## src/rtl/booth_pkg.sv

```systemverilog
// Radix-4 Booth digit encoding shared by the partial-product array and its row generator.
package booth_pkg;

  typedef enum logic [2:0] {
    BD_ZERO,
    BD_P1,
    BD_P2,
    BD_M1,
    BD_M2
  } booth_digit_t;

  function automatic booth_digit_t booth_encode(input logic [2:0] triple);
    case (triple)
      3'b001, 3'b010: return BD_P1;
      3'b011:         return BD_P2;
      3'b100:         return BD_M2;
      3'b101, 3'b110: return BD_M1;
      default:        return BD_ZERO;
    endcase
  endfunction

  function automatic int npp(input int w);
    return w / 2 + 1;
  endfunction

endpackage

```

## src/rtl/booth_pp_row.sv

```systemverilog
// One Booth partial-product row: selects 0, +-y or +-2y from a 3-bit window of x.
module booth_pp_row
  import booth_pkg::*;
#(
  parameter int W = 16
) (
  input  logic [2:0]   triple_i,
  input  logic [W+1:0] y_ext_i,
  output logic [W+1:0] pp_o,
  output logic         neg_o
);

  booth_digit_t digit;
  logic [W+1:0] mag;

  // Negative digits are emitted as one's complement; the +1 travels on neg_o.
  always_comb begin
    digit = booth_encode(triple_i);
    mag   = '0;
    neg_o = 1'b0;
    case (digit)
      BD_P1: mag = y_ext_i;
      BD_P2: mag = {y_ext_i[W:0], 1'b0};
      BD_M1: begin
        mag   = y_ext_i;
        neg_o = 1'b1;
      end
      BD_M2: begin
        mag   = {y_ext_i[W:0], 1'b0};
        neg_o = 1'b1;
      end
      default: mag = '0;
    endcase
    pp_o = neg_o ? ~mag : mag;
  end

endmodule

```

## src/rtl/booth_pp_array.sv

```systemverilog
// Full radix-4 Booth partial-product array behind a PIPE-deep elastic valid/ready pipeline.
module booth_pp_array
  import booth_pkg::*;
#(
  parameter int W    = 16,
  parameter int PIPE = 1,
  parameter int TAGW = 4
) (
  input  logic                  clk,
  input  logic                  rst,
  input  logic                  in_valid,
  output logic                  in_ready,
  input  logic [W-1:0]          x,
  input  logic [W-1:0]          y,
  input  logic                  is_signed,
  input  logic [TAGW-1:0]       in_tag,
  output logic                  out_valid,
  input  logic                  out_ready,
  output logic [W/2:0][W+1:0]   pp,
  output logic [W/2:0]          neg,
  output logic [TAGW-1:0]       out_tag
);

  localparam int NPP = npp(W);

  typedef logic [NPP-1:0][W+1:0] pp_arr_t;

  if (W < 4 || (W % 2) != 0 || PIPE < 0 || PIPE > 4) begin : g_param_err
    $error("booth_pp_array: W must be even and >= 4, PIPE must be 0..4");
  end

  logic [W+1:0]   x_ext;
  logic [W+1:0]   y_ext;
  logic [W+2:0]   x_win;
  pp_arr_t        pp_c;
  logic [NPP-1:0] neg_c;

  assign x_ext = {{2{is_signed & x[W-1]}}, x};
  assign y_ext = {{2{is_signed & y[W-1]}}, y};
  assign x_win = {x_ext, 1'b0};

  for (genvar i = 0; i < NPP; i++) begin : g_row
    booth_pp_row #(.W(W)) u_row (
      .triple_i (x_win[2*i+2 -: 3]),
      .y_ext_i  (y_ext),
      .pp_o     (pp_c[i]),
      .neg_o    (neg_c[i])
    );
  end

  // Index 0 is the combinational array; index k+1 is the output of register stage k.
  logic            v_s   [PIPE+1];
  logic            rdy_s [PIPE+1];
  pp_arr_t         pp_s  [PIPE+1];
  logic [NPP-1:0]  neg_s [PIPE+1];
  logic [TAGW-1:0] tag_s [PIPE+1];

  assign v_s[0]   = in_valid;
  assign pp_s[0]  = pp_c;
  assign neg_s[0] = neg_c;
  assign tag_s[0] = in_tag;

  always_comb begin
    rdy_s[PIPE] = out_ready;
    for (int k = PIPE - 1; k >= 0; k--) begin
      rdy_s[k] = !v_s[k+1] || rdy_s[k+1];
    end
  end

  for (genvar k = 0; k < PIPE; k++) begin : g_stage
    logic            v_q, v_d;
    pp_arr_t         pp_q, pp_d;
    logic [NPP-1:0]  neg_q, neg_d;
    logic [TAGW-1:0] tag_q, tag_d;

    always_comb begin
      v_d   = v_q;
      pp_d  = pp_q;
      neg_d = neg_q;
      tag_d = tag_q;
      if (rdy_s[k]) begin
        v_d = v_s[k];
        if (v_s[k]) begin
          pp_d  = pp_s[k];
          neg_d = neg_s[k];
          tag_d = tag_s[k];
        end
      end
    end

    always_ff @(posedge clk) begin
      if (rst) begin
        v_q   <= 1'b0;
        pp_q  <= '0;
        neg_q <= '0;
        tag_q <= '0;
      end else begin
        v_q   <= v_d;
        pp_q  <= pp_d;
        neg_q <= neg_d;
        tag_q <= tag_d;
      end
    end

    assign v_s[k+1]   = v_q;
    assign pp_s[k+1]  = pp_q;
    assign neg_s[k+1] = neg_q;
    assign tag_s[k+1] = tag_q;
  end

  assign in_ready  = rdy_s[0];
  assign out_valid = v_s[PIPE];
  assign pp        = pp_s[PIPE];
  assign neg       = neg_s[PIPE];
  assign out_tag   = tag_s[PIPE];

endmodule

```

## config.mk

```make
export PLATFORM = sky130hd
export DESIGN_NAME = booth_pp_array
export DESIGN_NICKNAME = d
export VERILOG_FILES = /design/src/rtl/booth_pkg.sv /design/src/rtl/booth_pp_row.sv /design/src/rtl/booth_pp_array.sv
export SDC_FILE = /design/constraint.sdc
export NUM_CORES = 1
export LEC_CHECK = 0
export CAP_MARGIN = 15
export CORE_UTILIZATION = 47
export CTS_CLUSTER_SIZE = 14
export DETAILED_ROUTE_END_ITERATION = 16
export HOLD_SLACK_MARGIN = 0.02
export MAX_ROUTING_LAYER = met4
export PLACE_DENSITY = 0.77
export SLEW_MARGIN = 10
export SYNTH_ARGS = -nofsm -noshare
export SYNTH_HDL_FRONTEND = slang
export SYNTH_SLANG_ARGS = --single-unit
```

## constraint.sdc

```tcl
create_clock -name clk -period 1.4 [get_ports clk]
set_clock_uncertainty 0.2 [all_clocks]
set_input_delay 0.28 -clock clk [delete_from_list [all_inputs] [get_ports clk]]
set_output_delay 0.28 -clock clk [all_outputs]
set_load 0.02 [all_outputs]
```

After elaboration in Yosys (flattened, before gate mapping)
Cells that the tools add are included.
W data, S select, Z words.

storage, ports and cells
  register bits = 176
  bits of input ports = 41

cells by class
  bitwise operators = 11
  eq/ne operators = 87
  reduce and logical (&&, ||, !) cells = 46
  muxes and demuxes = 36

operator list
  operator              count
  $pmux W18 S2          9
  $mux W18              9
  $not A18 Y18          9
  $eq A3 B2 Y1 const B  34
  $eq A3 B3 Y1 const B  33
  $pmux W3 S4           8
  $reduce_or A2 Y1      43
  $eq A3 B1 Y1 const B  17
  $mux W1               9
  $pmux W3 S3           1
  $eq A2 B2 Y1 const B  2
  $and A1 B1 Y1         2
  $eq A2 B1 Y1 const B  1
  $reduce_and A2 Y1     1
  $logic_not A1 Y1      1
  $logic_or A1 B1 Y1    1

Longest topological paths before layout
  depth in word-level cells = 9
  gate-level depth with buffers = 6
  gate-level depth less buffers = 4

Cells and area by module
Synthesis repeated with hierarchy kept, for this count alone.

second synthesis, totals
  cell total of the unflattened synthesis = 1,417
  area, all modules = 13,571.8 um^2

modules (own cells, without submodules)
  module          area an instance (um^2)  cells each  instances
  booth_pp_array  7,952.6                  805         1
  booth_pp_row    624.3                    68          9

Least setup slack after synthesis
OpenSTA, ideal clock, no wires.

  path type = flip-flop to flip-flop
  from = reg g_stage[0].v_q (netlist: out_valid)
  to = reg g_stage[0].neg_q[5] (netlist: neg[5])
  slack = -0.327 ns
  path buffers = 2
  data arrival time = 1.394 ns
  stages on the path, launching flop included = 7
  required time = 1.068 ns
  cell sequence = dfxtp_1 -> nor2b_1 -> inv_2 -> buf_2 -> clkbuf_1 -> nand4_1 -> a21oi_1

on the way
  cells in the longest elaborated chain, start to end = 3

RTL lines
  item                                RTL line               text
  start, declared                     booth_pp_array.sv:71   logic v_q, v_d;
  start signal, assigned              booth_pp_array.sv:98   v_q <= v_d;
  $logic_not A1 Y1                    booth_pp_array.sv:66   rdy_s[k] = !v_s[k+1] || rdy_s[k+1];
  $logic_or A1 B1 Y1                  booth_pp_array.sv:66
  via in_ready                        booth_pp_array.sv:12   output logic in_ready,
  $reduce_and A2 Y1 (no source line)  -
  end signal, assigned                booth_pp_array.sv:100  neg_q <= neg_d;
  end, declared                       booth_pp_array.sv:73   logic [NPP-1:0] neg_q, neg_d;

The timed path passes the listed nets, and every way through them passes these cells.
A chain may end at the register's enable or synchronous reset.

Worst setup path in the final report
  from = reg g_stage[0].v_q (netlist: out_valid)
  to = reg g_stage[0].pp_q, in the netlist pp[111]

on the way
  cells in the longest elaborated chain, start to end = 3

RTL lines
  item                                RTL line              text
  $logic_not A1 Y1                    booth_pp_array.sv:66
  $logic_or A1 B1 Y1                  booth_pp_array.sv:66
  $reduce_and A2 Y1 (no source line)  -
  end signal, assigned                booth_pp_array.sv:99  pp_q <= pp_d;
  end, declared                       booth_pp_array.sv:72  pp_arr_t pp_q, pp_d;

No other way between the ends.

==> impl_metrics.yaml <==
status:
  status: "finished with violations"
  violations: "setup timing"
pwr:
  powerDensity_nw_per_um2: 976
  max-vdd-ir-drop_uv: 720
  leakagePower_nw: 6.59
route:
  met1_length_mm: 15.2
  via_per_inst: 6.19
  final_antenna_net_count: 0
  dr.pass1.iters: 7
  top_layer_used: "met4"
  wl_met3_mm: 3.47
  route.met2.wl_mm: 17.8
  drt_iter0_drc: 764
  wl_per_cell_um: 21.8
  drc: 0
  wl_mm: 38.1
  via_count: 10800
timing:
  worst_pin_slew_ns: 0.366
  timing.fmax_mhz: 569
  fin_crit_ns: 1.76
  final.setup.worst_slack_ns: -0.356
  finalSetupViolations: 195
  drv_slew: 0
  period_share_pct: 125
  hold_ws_ns: 0.0341
  timing_hold_violations_final: 0
  relSlewSlack_pct: 75.6
  rsz0062_at_grt: "yes"
die:
  die_h_um: 152
  rows: 54
  initial_core_util_pct: 48.1
  die_w_um: 152
  ioPinCount: 218
  core-area_um2: 21900
  dieArea_um2: 23000
clock_network:
  numCtsBuffers: 17
  ctsHtreeMaxLevel: 4
  clkLatencyLatePin_ns: 0.44
  clk_pin_slew_ns: 0.07
  cts_sinks: 176
  cts_tree: "yes"
  cts_buffer_depth: 2
  root_buffer: "clkbuf_16"
setup_path:
  path_class: "reg2reg"
  cp_max_fo: 14
  cp-start-kind: "register"
  crit_end: "pp[111]"
  crit_start: "out_valid"
  cp-end-kind: "register"
  crit_arrival_ns: 1.88
  r2r-end: "pp[111]"
  timing.rr.start: "out_valid"
  r2r_slack_ns: -0.36
  required_ns: 1.52
  r2r_cells: 7
yosys:
  syn-instance-count: 1195
  synth.distinct_cells: 34
  syn_area_per_cell_um2: 8.80
  ys_ff_latch: 176
  synth_nets: 1236
  yosysWarnings: 0
  async_flop_share_pct: 0
  post_synth_instance_area_um2: 10500
  synth-edff-count: 0
  synthFlopType: "dfxtp_1"
  yosysSeqAreaShare_pct: 33.5
job:
  drv_cap: 0
grt:
  grt_max_degree: 66
  grt_util_all_layers_pct: 32.5
  grt_pass1_wl_mm: 55.7
  globalRouteOverflowTotal: 0
  antenna_found_initial: 1
  grt_pass1_vias: 10100
layout:
  drive_above_1_share_pct: 45.0
  finalInstanceArea_um2: 15900
  final_nets: 1492
  final_common_cell: "buf_6"
  final_cell_mix: "buf_6 (159), a21oi_1 (158), dfxtp_2 (154), buf_4 (142), mux2i_1 (120)"
  num-fill-cells: 1508
  syn_to_final_growth_pct: 51.2
min_path:
  hold_path.class: "in2reg"
placement:
  portBuffers: 217
  placed_area_um2: 14200
  hpwl_mm: 22.2
  place_congestion: 0.846
==> synthesized netlist by cell type (8+ instances only) <==
| cell type | count | area, µm² |
|---|---|---|
| a211oi_1 | 16 | 120 |
| mux2i_1 | 120 | 1200 |
| o21ai_0 | 36 | 180 |
| nor2_1 | 15 | 56.3 |
| a2bb2oi_1 | 14 | 123 |
| nand3_1 | 13 | 65.1 |
| dfxtp_1 | 176 | 3520 |
| a22oi_1 | 15 | 113 |
| clkbuf_1 | 58 | 218 |
| nand4_1 | 23 | 144 |
| nand2_1 | 114 | 428 |
| or3_1 | 8 | 50.1 |
| buf_1 | 12 | 45.0 |
| buf_6 | 17 | 191 |
| buf_4 | 23 | 173 |
| nand2b_1 | 21 | 131 |
| buf_2 | 66 | 330 |
| a311oi_1 | 114 | 998 |
| a21oi_1 | 166 | 831 |
| xor2_1 | 106 | 928 |
| o32ai_2 | 10 | 163 |
==> flip-flops by register name (all words and copies together), names as in the netlist <==
| register | flops |
|---|---|
| neg | 9 |
| out_tag | 4 |
| out_valid | 1 |
| pp | 162 |
==> cells by family after synthesis <==
kind of cell / count (synthesis) / synth area share [%]
XOR/XNOR: 113 / 9.91
buffers and inverters: 181 / 9.30
AO/OA/AOI/OAI: 382 / 24.9
multiplexers: 120 / 11.4
AND/OR/NAND/NOR: 223 / 11.0
flip-flops: 176 / 33.5
==> timing repair <==
item / CTS / global route
buffers inserted: 11 / 4
resized for setup: 1189 / 56
endpoints found under the setup margin: 346 / 303
pin swaps: 32 / 16
cloned: 2 / 4
hold buffers: 0 / 0
==> per-stage QoR <==
step	instances	worst slack (ns)	TNS [ns]	total power [mW]	utilization (%)
2_1_floorplan	1195	-0.113	-9.53	8.10	-
3_3_place_gp	1691	-0.675	-100.02	9.92	64.9
3_5_place_dp	1691	-0.732	-103.94	10.0	64.9
4_1_cts	1736	-0.290	-37.49	15.3	70.7
5_1_grt	1745	-0.370	-51.85	16.0	72.6
6_report	1746	-0.356	-42.74	15.5	72.7
==> where the power goes <==
group	leakage [nW]	switching [mW]	internal (mW)	total, mW
registers	1.51	0.318	5.46	5.77
clock network	0.281	2.31	2.69	5.00
logic	4.80	2.48	2.27	4.75
==> layer usage <==
metal | global-route usage [%] | vias to the layer above
li1 | - | 4861
met1 | 41.6 | 5241
met2 | 49.0 | 571
met3 | 5.96 | 131
met4 | 16.6 | 0
met5 | - | -
==> worst min-delay path by stage <==
stage	from	to	slack (ns)	depth (start not counted)
after global placement	pp[158]	pp[158]	0.26	2
after CTS	rst	neg[1]	0.02	3
final	rst	neg[7]	0.03	3
after floorplan	in_tag[2]	out_tag[2]	0.23	2
after detailed placement	neg[2]	neg[2]	0.27	2
after global routing	rst	neg[7]	0.04	3
==> area by class of cell <==
| type | count | area (µm²) | area share, % |
|---|---|---|---|
| Antenna cell | 2 | 5.00 | 0.0315 |
| Clock buffer | 17 | 425 | 2.67 |
| Clock inverter | 15 | 174 | 1.09 |
| Inverter | 3 | 18.8 | 0.118 |
| Multi-Input combinational cell | 838 | 6410 | 40.3 |
| Sequential cell | 176 | 3730 | 23.4 |
| Tap cell | 280 | 350 | 2.20 |
| Timing Repair Buffer | 415 | 4800 | 30.2 |
==> worst max-delay path, cell delays in order, from the launching register on <==
cell and delay (ns):
dfxtp_4 0.34, nor2b_4 0.12, buf_6 0.12, inv_8 0.06, buf_12 0.17, clkbuf_16 0.20
a21oi_1 0.09, a311oi_1 0.32
Note: power is estimated with default switching activity, not from simulation.
